`src/rtl/rx_timer.sv`:
```
`timescale 1ns/1ps
// rx_timer: UART receive bit-timing generator (strobe at each data/stop bit centre, then packet_done).
// Latency: first strobe FIRST=P+P/2-2 enabled edges after enable, then every P; packet_done one cycle after last strobe.
// Flow: enable_timer low aborts the frame silently; optional RX_TIMER_PROG_RATE_EN adds a per-frame bit_period input.
module rx_timer #(
   parameter int CLKS_PER_BIT = 10,
   parameter int DATA_BITS    = 8
) (
   input  logic       clk,
   input  logic       n_rst,
   input  logic       enable_timer,
`ifdef RX_TIMER_PROG_RATE_EN
   input  logic [7:0] bit_period,
`endif
   output logic       shift_strobe,
   output logic       packet_done
);

`ifdef RX_TIMER_PROG_RATE_EN
   // Any 8-bit period is reachable, so size for the worst-case first interval.
   localparam int CW = 9;
`else
   localparam int CW = $clog2(2 * CLKS_PER_BIT);
`endif
   localparam int BW = $clog2(DATA_BITS + 2);

   typedef enum logic [1:0] {
      IDLE  = 2'd0,
      COUNT = 2'd1,
      DONE  = 2'd2
   } state_t;

   state_t        state;
   // Enabled cycles already counted in the current interval; the strobe edge
   // closes an interval, so the count returns to 0 there.
   logic [CW-1:0] clk_cnt;
   logic [BW-1:0] bit_cnt;
   logic [9:0]    period;
   logic [9:0]    first_m1;
   logic [9:0]    len_m1;

`ifdef RX_TIMER_PROG_RATE_EN
   logic [7:0] period_q;

   // Period is frozen for the whole frame, captured when counting starts.
   assign period = {2'b00, period_q};
`else
   assign period = 10'(CLKS_PER_BIT);
`endif

   // Terminal count for this interval: the first one is stretched to land mid data bit 0.
   always_comb begin
      first_m1 = period + (period >> 1) - 10'd3;
      len_m1   = (bit_cnt == '0) ? first_m1 : (period - 10'd1);
   end

   // Frame sequencer with registered strobe/done outputs.
   always_ff @(posedge clk) begin
      if (n_rst) begin
         state        <= IDLE;
         clk_cnt      <= '0;
         bit_cnt      <= '0;
         shift_strobe <= 1'b0;
         packet_done  <= 1'b0;
`ifdef RX_TIMER_PROG_RATE_EN
         period_q     <= 8'd4;
`endif
      end else begin
         shift_strobe <= 1'b0;
         packet_done  <= 1'b0;
         case (state)
            IDLE: begin
               clk_cnt <= '0;
               bit_cnt <= '0;
               if (enable_timer) begin
                  state   <= COUNT;
                  clk_cnt <= CW'(1);
`ifdef RX_TIMER_PROG_RATE_EN
                  period_q <= (bit_period < 8'd4) ? 8'd4 : bit_period;
`endif
               end
            end
            COUNT: begin
               if (!enable_timer) begin
                  state   <= IDLE;
                  clk_cnt <= '0;
                  bit_cnt <= '0;
               end else if (10'(clk_cnt) == len_m1) begin
                  shift_strobe <= 1'b1;
                  clk_cnt      <= '0;
                  bit_cnt      <= bit_cnt + BW'(1);
                  if (bit_cnt == BW'(DATA_BITS)) begin
                     state <= DONE;
                  end
               end else begin
                  clk_cnt <= clk_cnt + CW'(1);
               end
            end
            DONE: begin
               // Stop-bit strobe is showing this cycle; done follows it, never alongside.
               packet_done <= 1'b1;
               state       <= IDLE;
               clk_cnt     <= '0;
               bit_cnt     <= '0;
            end
            default: begin
               state   <= IDLE;
               clk_cnt <= '0;
               bit_cnt <= '0;
            end
         endcase
      end
   end

endmodule

```
`config.mk`:
```
export PLATFORM = sky130hd
export DESIGN_NAME = rx_timer
export DESIGN_NICKNAME = d
export VERILOG_FILES = /design/src/rtl/rx_timer.sv
export SDC_FILE = /design/constraint.sdc
export NUM_CORES = 1
export LEC_CHECK = 0
export ABC_AREA = 0
export CORE_MARGIN = 2
export CORE_UTILIZATION = 45
export CTS_BUF_LIST = sky130_fd_sc_hd__clkbuf_2 sky130_fd_sc_hd__clkbuf_4 sky130_fd_sc_hd__clkbuf_8
export CTS_CLUSTER_DIAMETER = 40
export CTS_CLUSTER_SIZE = 25
export DETAILED_ROUTE_END_ITERATION = 8
export SETUP_SLACK_MARGIN = 0.1
export SLEW_MARGIN = 40
export SYNTH_ARGS = -nofsm -noshare
export SYNTH_HDL_FRONTEND = slang
export SYNTH_SLANG_ARGS = --single-unit
```
`constraint.sdc`:
```
create_clock -name clk -period 3.2 [get_ports clk]
set_clock_uncertainty 0.05 [all_clocks]
set_input_delay 0.32 -clock clk [delete_from_list [all_inputs] [get_ports clk]]
set_output_delay 0.32 -clock clk [all_outputs]
set_load 0.01 [all_outputs]
```
After elaboration in Yosys (flattened, before gate mapping)
Cells that the tools add are included.
- bits in registers: 13
- input port bits: 3
- output and inout port bits: 2
- word-level logic and storage cells: 32
- add/sub/neg operators: 2
- equal/unequal tests: 7
- mux-type cells: 12
- bitwise logic cells: 2
- reduce and logical (&&, ||, !) cells: 4
- operator list (cell ; count):
    $mux 5 ; 2
    $pmux 5 s2 ; 1
    $mux 2 ; 4
    $ne 3x3->1 const B ; 2
    $add 5x1->5 const B ; 1
    $eq 5x4->1 ; 1
    $add 4x1->4 const B ; 1
    $eq 4x4->1 const B ; 1
    $logic_not 4->1 ; 1
    $pmux 2 s2 ; 1
    $mux 1 ; 3
    $mux 3 ; 1
    $reduce_and 3->1 ; 1
    $reduce_or 3->1 ; 1
    $eq 2x1->1 const B ; 1
    $eq 2x2->1 const B ; 1
    $logic_not 2->1 ; 1
    $ne 2x2->1 const B ; 1
    $not 1->1 ; 2

Longest topological paths before layout
- word-level depth: 6
- mapped depth: 6
- depth with buffers taken out: 6

Worst setup path before layout
No wires, ideal clock.
- path type: flip-flop to flip-flop
- from: register bit_cnt[0]
- to: register bit_cnt[2]
- setup time: 73 ps
- arrival time: 1590 ps
- data required time: 3077 ps
- slack: 1487 ps
- cell stages (with the launch flop): 7
- buffers on the path: 0
- clock period less this slack: 1713 ps
- cells stage by stage: dfxtp_1 > inv_1 > ha_1 > nor3b_4 > mux2_4 > or3_1 > a21oi_1
- cells in the longest elaborated chain, start to end: 3
- elaborated cells between the ends (all ways): 4
- classes of those cells: add/sub: 1; eq/ne: 1; mux: 1; reduce/logical: 1
- ends and longest elaborated chain (element ; RTL line ; RTL):
    start, declared ; 37 ; logic [BW-1:0] bit_cnt;
    start signal, assigned ; 91 ; bit_cnt <= bit_cnt + BW'(1);
    $logic_not 4->1 ; 54 ; len_m1 = (bit_cnt == '0) ? first_m1 : (period - 10'd1);
    $mux 3 ; 54 ;
    $eq 5x4->1 ; 88 ; end else if (10'(clk_cnt) == len_m1) begin
Parallel ways exist; a longest one is shown, timed or not.
A chain may end at the register's enable or synchronous reset.

Final worst setup path
Ends and elaborated chain as after synthesis.

==> impl_results.md <==
* First-pass GRT wire length at 1670 um
* CP peak stage delay at 0.37 ns
* Vias per cell at 5.43
* Multi-input gate area at 337 um2
* Clk sinks at 13
* Worst slew pin tran at 0.414 ns
* Crit share post-route at 0.578
* R2R Path End: bit_cnt[2]
* Min-Delay Path Class: register to register
* Clock transition at path regs at 0.08 ns
* Maximum clock rate at 0.541 GHz
* Die area at 1650 um2
* Design Area, Final at 693 um2
* EDFF count, synth at 0
* Post-DR wirelength/cell at 12.4 um
* GRT overflow at 0
* Maxcap violations at 0
* Detailed placement HPWL at 826 um
* Antenna-violating nets left at 0
* Power per cell area at 408 nW/um2
* Fin Setup TNS at 0 ns
* Via count at 483
* Worst VDD drop at 0.184 mV
* GR Util All Layers at 0.156
* CP Capture Point: bit_cnt[2]
* Initial core utilization at 0.470
* Clock Latency Late Sink at 0.27 ns
* Antenna violations before repair at 0
* DP Cell Count at 85
* Most frequent cells in the layout: dfxtp_1, nor2_1, a21oi_1
* Startpoint Class: register
* H-tree Lvls at 1
* Post-synthesis register bit count at 13
* Worst Path Arrival at 2.00 ns
* Die Span Y at 40.6 um
* Finished Layout Cells at 89
* Mapped Avg Cell Area at 9.16 um2
* Root Driver: clkbuf_4
* CP endpoint kind: register
* Crit path cell chain: inv_1 > ha_1 > nor3b_4 > mux2_4 > or3_1 > a21oi_1
* R2r setup slk at 1.35 ns
* Number of failing hold endpoints at the final stage at 0
* Io pins at 5
* Fin. max-slew vios at 0
* R2R cell count at 6
* RSZ-0062 raised after global routing: no
* Gate Count Post-Synth at 66
* Static Leak at 0.250 nW
* Ant. Diodes at 0
* Cts repair resizes at 0
* Largest net degree at the start of global routing at 9
* Cell Area, Placed at 663 um2
* FFs w/ async S/R, synth at 0
* Mapped Area at 604 um2
* Starting DRT DRC Count at 6
* CP max stage cell: mux2_4
* CP Class: register to register
* Final #Nets at 81
* Core Area at 1280 um2
* Setup violators final at 0
* RR Startpoint: bit_cnt[0]
* Dominant synthesized flop cell: dfxtp_1
* Synth cell types at 25
* Clock Path Buffers at 2
* DRC at 0
* CTS tree: yes
* CP startpoint: bit_cnt[0]
* Setup Buffers After CTS at 0
* Number of global-route vias before repair at 395
* Critical path peak fanout at 8
* Layout cells sized above 1 at 0.108
* Power, Total at 0.000283 W
* Slew HR at 0.723
* CTS Hold Bufs at 0
* GP Congestion at 0.742
* Post-layout min period at 1.85 ns
* Run status: complete, no violations
* DR pass1 iterations at 4
* Row cnt at 13
* Storage cell area at 260 um2
* Commonest non-fill, non-tap cell in the layout: dfxtp_1
* Synth warn at 0
* Fillers at 121
* Area delta synth->final at 14.7%
* # port buffers at 4
* Number of buffers created by CTS at 3
* Die X at 40.6 um
* Req. time, crit path at 3.35 ns
* Total Routed Length at 1100 um
* Sequential-to-total area share from yosys stat at 0.431
* Post-synthesis net count at 72
-- worst max-delay path: cells and delay by family (launching register included) --
family	cells	cell delay (ns)
AOI/OAI and AO/OA	1	0.14
adders and majority gates	1	0.17
buffers and inverters	1	0.08
DFF	1	0.34
muxes	1	0.37
and+or+nand+nor	2	0.63
-- worst min-delay path by stage --
| stage | startpoint | end | slack (ns) | cells past startpoint |
|---|---|---|---|---|
| after floorplan | n_rst | packet_done | 0.35 | 1 |
| final | state[1] | clk_cnt[2] | 0.41 | 1 |
| after CTS | state[1] | clk_cnt[2] | 0.41 | 1 |
| after global placement | state[1] | clk_cnt[2] | 0.40 | 1 |
| after global routing | state[1] | clk_cnt[2] | 0.44 | 1 |
| after detailed placement | state[1] | clk_cnt[2] | 0.40 | 1 |
-- area by class of cell --
| type | count | share of cell area |
|---|---|---|
| clock buffers | 4 | 0.0433 |
| repair buffers | 4 | 0.0578 |
| inverters | 2 | 0.0108 |
| multi-input cells | 51 | 0.486 |
| well taps | 15 | 0.0271 |
| flip-flops and latches | 13 | 0.375 |
-- state kept, by name, indices dropped and copies added, names as in the netlist --
| name | count |
|---|---|
| bit_cnt | 4 |
| clk_cnt | 5 |
| packet_done | 1 |
| shift_strobe | 1 |
| state | 2 |
-- synthesized netlist by cell type, types with 3 or more instances --
| cell | number | area share |
|---|---|---|
| a21oi_1 | 6 | 0.050 |
| nand3_1 | 3 | 0.025 |
| o21ai_0 | 4 | 0.033 |
| ha_1 | 3 | 0.062 |
| nor2_1 | 6 | 0.037 |
| dfxtp_1 | 13 | 0.43 |
| nand2b_1 | 3 | 0.031 |
| nand2_1 | 5 | 0.031 |
-- metrics by stage --
| stage | setup WS, ns | hold slack (ns) | utilization |
|---|---|---|---|
| floorplan | 1.49 | 0.346 | - |
| global placement | 1.42 | 0.400 | 0.516 |
| detailed placement | 1.34 | 0.405 | 0.516 |
| CTS | 1.32 | 0.412 | 0.539 |
| global route | 1.24 | 0.437 | 0.539 |
| finish | 1.35 | 0.408 | 0.539 |
-- power breakdown --
group          switching, W  internal, W
Sequential       0.00000211     0.000163
Combinational    0.00000369   0.00000446
Clock             0.0000525    0.0000567
Total             0.0000583     0.000224
-- per-layer routing --
layer | vias to the layer above | wire [um] | track usage | share of wire
li1 | 256 | - | - | -
met1 | 222 | 586 | 0.223 | 0.53
met2 | 5 | 488 | 0.234 | 0.44
met3 | 0 | 27 | 0.0326 | 0.025
met4 | 0 | 0 | 0.0500 | 0
met5 | - | 0 | 0 | 0
-- logic make-up after synthesis --
family / after synthesis / synth area share
DFF: 13 / 0.431
AOI/OAI and AO/OA: 13 / 0.122
muxes: 2 / 0.0414
xor gates and xnor gates: 2 / 0.0290
adders and majority gates: 3 / 0.0621
buffers and inverters: 2 / 0.0124
and+or+nand+nor: 31 / 0.302
(Power assumes the default switching activity.)
